`src/rtl/zircon_ip_tx_udp_hdr.sv`:
```
// UDP transmit header inserter: prepends an 8-byte UDP header (ports, length,
// checksum) to each payload packet, or drops packets whose length overflows udp_len.
module zircon_ip_tx_udp_hdr #(
    parameter int DATA_W = 64,
    parameter int USER_W = 1
) (
    input  logic                clk,
    input  logic                rst,
    input  logic [31:0]         s_axis_meta_tdata,
    input  logic                s_axis_meta_tvalid,
    output logic                s_axis_meta_tready,
    input  logic [DATA_W-1:0]   s_axis_pkt_tdata,
    input  logic [DATA_W/8-1:0] s_axis_pkt_tkeep,
    input  logic                s_axis_pkt_tvalid,
    input  logic                s_axis_pkt_tlast,
    input  logic [USER_W-1:0]   s_axis_pkt_tuser,
    output logic                s_axis_pkt_tready,
    input  logic [15:0]         cfg_src_port,
    input  logic [15:0]         cfg_dst_port,
    input  logic [15:0]         cfg_pseudo_sum,
    output logic [DATA_W-1:0]   m_axis_pkt_tdata,
    output logic [DATA_W/8-1:0] m_axis_pkt_tkeep,
    output logic                m_axis_pkt_tvalid,
    input  logic                m_axis_pkt_tready,
    output logic                m_axis_pkt_tlast,
    output logic [USER_W-1:0]   m_axis_pkt_tuser,
    output logic                status_drop
);

    localparam int KEEP_W = DATA_W / 8;
    localparam int ENT_W  = DATA_W + KEEP_W + 1 + USER_W;

    if (DATA_W != 64) begin : g_width_check
        $error("zircon_ip_tx_udp_hdr: DATA_W must be 64");
    end

    typedef enum logic [1:0] {IDLE, HDR, PAYLOAD, DROP} state_t;

    state_t             r_state;
    logic               r_run;
    logic [1:0]         r_cnt;
    logic [ENT_W-1:0]   r_buf0;
    logic [ENT_W-1:0]   r_buf1;

    logic               w_meta_hs;
    logic               w_pkt_hs;
    logic               w_in_pkt;
    logic               w_oversize;
    logic               w_push;
    logic               w_pop;
    logic               w_wr_slot;
    logic [15:0]        w_len;
    logic [15:0]        w_psum;
    logic [15:0]        w_udp_len;
    logic [18:0]        w_sum;
    logic [16:0]        w_fold;
    logic [15:0]        w_fold2;
    logic [15:0]        w_cksum_raw;
    logic [15:0]        w_cksum;
    logic [63:0]        w_hdr_data;
    logic [ENT_W-1:0]   w_hdr_ent;
    logic [ENT_W-1:0]   w_pkt_ent;
    logic [ENT_W-1:0]   w_push_ent;

    assign w_len      = s_axis_meta_tdata[15:0];
    assign w_psum     = s_axis_meta_tdata[31:16];
    assign w_oversize = w_len > 16'd65527;
    assign w_udp_len  = w_len + 16'd8;

    // udp_len enters the checksum twice: once in the pseudo-header, once in the UDP header
    assign w_sum = {3'b000, cfg_pseudo_sum} + {3'b000, cfg_src_port} + {3'b000, cfg_dst_port}
                 + {2'b00, w_udp_len, 1'b0} + {3'b000, w_psum};
    assign w_fold      = {1'b0, w_sum[15:0]} + {14'd0, w_sum[18:16]};
    assign w_fold2     = w_fold[15:0] + {15'd0, w_fold[16]};
    assign w_cksum_raw = ~w_fold2;
    assign w_cksum     = (w_cksum_raw == 16'h0000) ? 16'hFFFF : w_cksum_raw;

    assign w_hdr_data = {w_cksum[7:0], w_cksum[15:8], w_udp_len[7:0], w_udp_len[15:8],
                         cfg_dst_port[7:0], cfg_dst_port[15:8], cfg_src_port[7:0], cfg_src_port[15:8]};
    assign w_hdr_ent  = {w_hdr_data, {KEEP_W{1'b1}}, 1'b0, {USER_W{1'b0}}};
    assign w_pkt_ent  = {s_axis_pkt_tdata, s_axis_pkt_tkeep, s_axis_pkt_tlast, s_axis_pkt_tuser};

    assign w_in_pkt           = (r_state == HDR) || (r_state == PAYLOAD);
    assign s_axis_meta_tready = r_run && (r_state == IDLE) && (r_cnt != 2'd2);
    assign s_axis_pkt_tready  = (r_state == DROP) || (w_in_pkt && (r_cnt != 2'd2));

    assign w_meta_hs  = s_axis_meta_tvalid && s_axis_meta_tready;
    assign w_pkt_hs   = s_axis_pkt_tvalid && s_axis_pkt_tready;
    assign w_pop      = (r_cnt != 2'd0) && m_axis_pkt_tready;
    assign w_push     = (w_meta_hs && !w_oversize) || (w_pkt_hs && w_in_pkt);
    assign w_push_ent = w_meta_hs ? w_hdr_ent : w_pkt_ent;
    assign w_wr_slot  = (r_cnt == 2'd1) && !w_pop;

    assign m_axis_pkt_tvalid = r_cnt != 2'd0;
    assign m_axis_pkt_tdata  = r_buf0[ENT_W-1 -: DATA_W];
    assign m_axis_pkt_tkeep  = r_buf0[USER_W+1 +: KEEP_W];
    assign m_axis_pkt_tlast  = r_buf0[USER_W];
    assign m_axis_pkt_tuser  = r_buf0[USER_W-1:0];

    // The header is queued into the skid buffer at the meta handshake, so HDR
    // lasts one cycle and payload may queue up behind the not-yet-sent header.
    always_ff @(posedge clk or posedge rst) begin
        if (rst) begin
            r_state     <= IDLE;
            r_run       <= 1'b0;
            r_cnt       <= 2'd0;
            r_buf0      <= '0;
            r_buf1      <= '0;
            status_drop <= 1'b0;
        end else begin
            r_run       <= 1'b1;
            status_drop <= w_meta_hs && w_oversize;
            if (w_pop) begin
                r_buf0 <= r_buf1;
            end
            if (w_push) begin
                if (w_wr_slot) begin
                    r_buf1 <= w_push_ent;
                end else begin
                    r_buf0 <= w_push_ent;
                end
            end
            r_cnt <= r_cnt + {1'b0, w_push} - {1'b0, w_pop};
            case (r_state)
                IDLE: begin
                    if (w_meta_hs) begin
                        r_state <= w_oversize ? DROP : HDR;
                    end
                end
                HDR: begin
                    r_state <= (w_pkt_hs && s_axis_pkt_tlast) ? IDLE : PAYLOAD;
                end
                PAYLOAD, DROP: begin
                    if (w_pkt_hs && s_axis_pkt_tlast) begin
                        r_state <= IDLE;
                    end
                end
                default: r_state <= IDLE;
            endcase
        end
    end

endmodule
```
`config.mk`:
```
export PLATFORM = sky130hd
export DESIGN_NAME = zircon_ip_tx_udp_hdr
export DESIGN_NICKNAME = d
export VERILOG_FILES = /design/src/rtl/zircon_ip_tx_udp_hdr.sv
export SDC_FILE = /design/constraint.sdc
export NUM_CORES = 1
export LEC_CHECK = 0
export CORE_MARGIN = 1
export CORE_UTILIZATION = 47
export DETAILED_ROUTE_END_ITERATION = 7
export PLACE_DENSITY = 0.88
export SLEW_MARGIN = 25
export SYNTH_ARGS = -nofsm -noshare
export SYNTH_HDL_FRONTEND = slang
export SYNTH_SLANG_ARGS = --single-unit
```
`constraint.sdc`:
```
create_clock -name clk -period 5.65 [get_ports clk]
set_clock_uncertainty 0.1 [all_clocks]
set_input_delay 1.13 -clock clk [delete_from_list [all_inputs] [get_ports clk]]
set_output_delay 1.13 -clock clk [all_outputs]
set_load 0.1 [all_outputs]
```
==> impl_metrics.yaml <==
synthesis:
  netlist_instances: 1255
  synth_most_common_cell: "nand2_1"
  syn_area_sq_um: 10800
  ys_ff_latch: 154
  syn_avg_cell_area_sq_um: 8.59
  synth_fp_nets: 1494
  synth_area_leaders: "dfrtp_1 36%, fa_1 9.1%, nand2_1 8.0%, inv_1 4.8%, a21oi_1 4.1%"
  synth_top_cell_by_area: "dfrtp_1"
  async_flop_share: 1.00
  yosys_warnings: 0
  synth-main-ff-cell: "dfrtp_1"
  synth.area.mux_share: 0.0372
  yosysTopAreaCellShare: 0.358
  synth-simple-area-share: 0.196
  synthAdderAreaFrac: 0.127
  synth_xor_area_frac: 0.0382
  synth-edff-count: 0
  ys_seq_area_frac: 0.358
  synth_common_cells: "231 x nand2_1, 154 x dfrtp_1, 138 x inv_1, 88 x a21oi_1, 83 x o21ai_0"
  yosysUniqueCellTypes: 72
  synth-compound-area-share: 0.170
  synth_top_family_by_area: "simple AND/OR/NAND/NOR gates"
floorplanning:
  io-pin-count: 237
  row_count: 55
  die_height_um: 153
  fp.dieArea_sq_um: 23500
  initial_core_util: 0.477
  die_x_um: 153
  core_area_sq_um: 22600
critical_path:
  critPathLaunchType: "input port"
  crit_arrival_ps: 8420
  endpoint_kind: "register"
  r2r_cells: 8
  r2r_end: "r_buf0[35]"
  worstPathRequired_ps: 5910
  cpMostUsedCell: "inv_2"
  cpMaxStageDelayCell: "fa_1"
  cpPeakStageDelay_ps: 570
  r2r-start: "r_state[0]"
  worst-setup-path-type: "in2reg"
  regToRegSetupSlack_ps: 2490
  cp_max_fo: 4
worst_hold_path:
  hold_start: "r_buf1[55]"
  hold_end: "r_buf1[55]"
  holdPathStages: 2
  hold_path.class: "reg2reg"
run:
  drv_cap: 0
detailed_routing:
  drtIter0Drc: 928
  met1_length_mm: 14.8
  ant_nets: 0
  viasPerCell: 5.78
  drt-pass1-iter-count: 7
  wl_per_cell_um: 19.5
  dr_wl_met3_mm: 2.91
  dr_wl_met2_mm: 18.3
  vias: 11200
  drc_errors: 0
  routed.top_layer: "met4"
  finalWirelength_mm: 37.8
cells_and_area:
  drive_above_1_share: 0.240
  nets: 1879
  syn2layout_area_growth_pct: 46.2
place:
  gp_congestion: 0.955
  place_ws_ps: -3600
  hpwl_mm: 26.0
  port_buffers: 236
timing:
  fin_tns_setup_ps: -79050
  hold_slack_ps: 385
  hold_viol: 0
  relSlewSlack: 0.304
  setup_ws_ps: -2510
  fmax_mhz: 123
  slew_violations: 0
  final-setup-viol-count: 32
  rsz0062_at_grt: "yes"
  final.period_utilization: 1.44
  period_needed_ps: 8160
  worstMarginPinSlew_ps: 1040
clocking:
  cts_made_buffers: 17
  h-tree-depth: 4
  clockBufferDepth: 2
  clock_latency_ps: 450
  numClockSinks: 154
  clkTransAtPathRegs_ps: 70
  cts_root_buf: "clkbuf_16"
  cts_tree: "yes"
outcome:
  violations: "setup timing"
  status: "finished with violations"
grt:
  antenna_found_initial: 3
  grt_max_degree: 110
  grt_pass1_wl_mm: 59.2
  gr-total-overflow: 0
  track_usage: 0.323
  grt_pass1_vias: 11300
==> sequential cells by signal, summed over array words and instances (netlist names) <==
signal / flops
r_buf0: 74
r_run: 1
r_state: 2
r_buf1: 74
status_drop: 1
r_cnt: 2
==> cells in the final DEF (no fill, tap or decap), types with 6 or more instances in the layout <==
cell type / n
a21o_1: 7
a21oi_1: 82
a31o_2: 14
a31oi_1: 19
a31oi_2: 9
and2_4: 6
and3_1: 65
buf_4: 192
buf_6: 7
clkbuf_16: 17
clkbuf_2: 10
clkdlybuf4s50_1: 199
dfrtp_1: 154
dlygate4sd2_1: 14
fa_1: 42
fa_2: 7
ha_1: 16
ha_4: 13
inv_1: 92
inv_2: 42
inv_8: 9
mux2i_1: 40
nand2_1: 226
nand3_1: 20
nor2_1: 46
nor3_1: 21
nor4_1: 9
o21ai_0: 80
or3_1: 13
xnor2_1: 25
xor2_1: 19
==> layout make-up <==
cell class / count / area (sq um)
sequential: 154 / 3850
inverter: 138 / 541
multi-input combinational: 896 / 6550
clock inverter: 15 / 199
clock buffer: 17 / 425
antenna: 4 / 10.0
timing repair buffer: 433 / 3810
fill: 1567 / 6820
tap: 285 / 357
==> cells by family (layout without fill, tap and decap cells) <==
group,count (synthesis),in the layout
buf+inv,207,603
mux,40,40
other cells,1,5
flops,154,154
simple gates,449,449
xor+xnor,47,47
fa+ha+maj,80,80
compound gates,277,279
==> timing repair <==
action | in CTS | in global routing
setup buffers | 15 | 7
pin swaps | 90 | 57
hold buffers | 0 | 0
gates resized for setup | 131 | 51
gates cloned | 2 | 0
endpoints found under the setup margin | 32 | 32
==> worst max-delay path: cells and delay by family <==
family          cells  cell delay [ps]
xor+xnor            2              230
compound gates      9             2100
buf+inv            10              840
fa+ha+maj           7             2710
simple gates        9             1410
==> metrics by stage <==
| step | cell area, sq um | utilization | std cells |
|---|---|---|---|
| after detailed placement | 14700 | 0.651 | 1882 |
| after global routing | 15700 | 0.698 | 1940 |
| after floorplan | 10900 | - | 1255 |
| after global placement | 14700 | 0.651 | 1882 |
| final | 15800 | 0.698 | 1942 |
| after CTS | 15600 | 0.693 | 1931 |
==> worst max path at each step <==
stage	start	cells after the start	endpoint
after floorplan	s_axis_meta_tdata[20]	36	r_buf1[58]
after global placement	cfg_src_port[8]	35	r_buf0[60]
after detailed placement	cfg_src_port[8]	35	r_buf1[59]
after CTS	s_axis_meta_tdata[1]	36	r_buf1[71]
after global routing	cfg_src_port[10]	37	r_buf1[58]
final	cfg_src_port[10]	37	r_buf0[65]
==> per-layer routing <==
| metal | global-route usage | up-vias |
|---|---|---|
| li1 | - | 5020 |
| met2 | 0.540 | 621 |
| met4 | 0.162 | 0 |
| met3 | 0.0598 | 152 |
| met5 | 0 | - |
| met1 | 0.401 | 5432 |
Power is left out: the tool's default activity adds up to more than one toggle a clock period on the data nets, which glitch-free logic cannot reach.
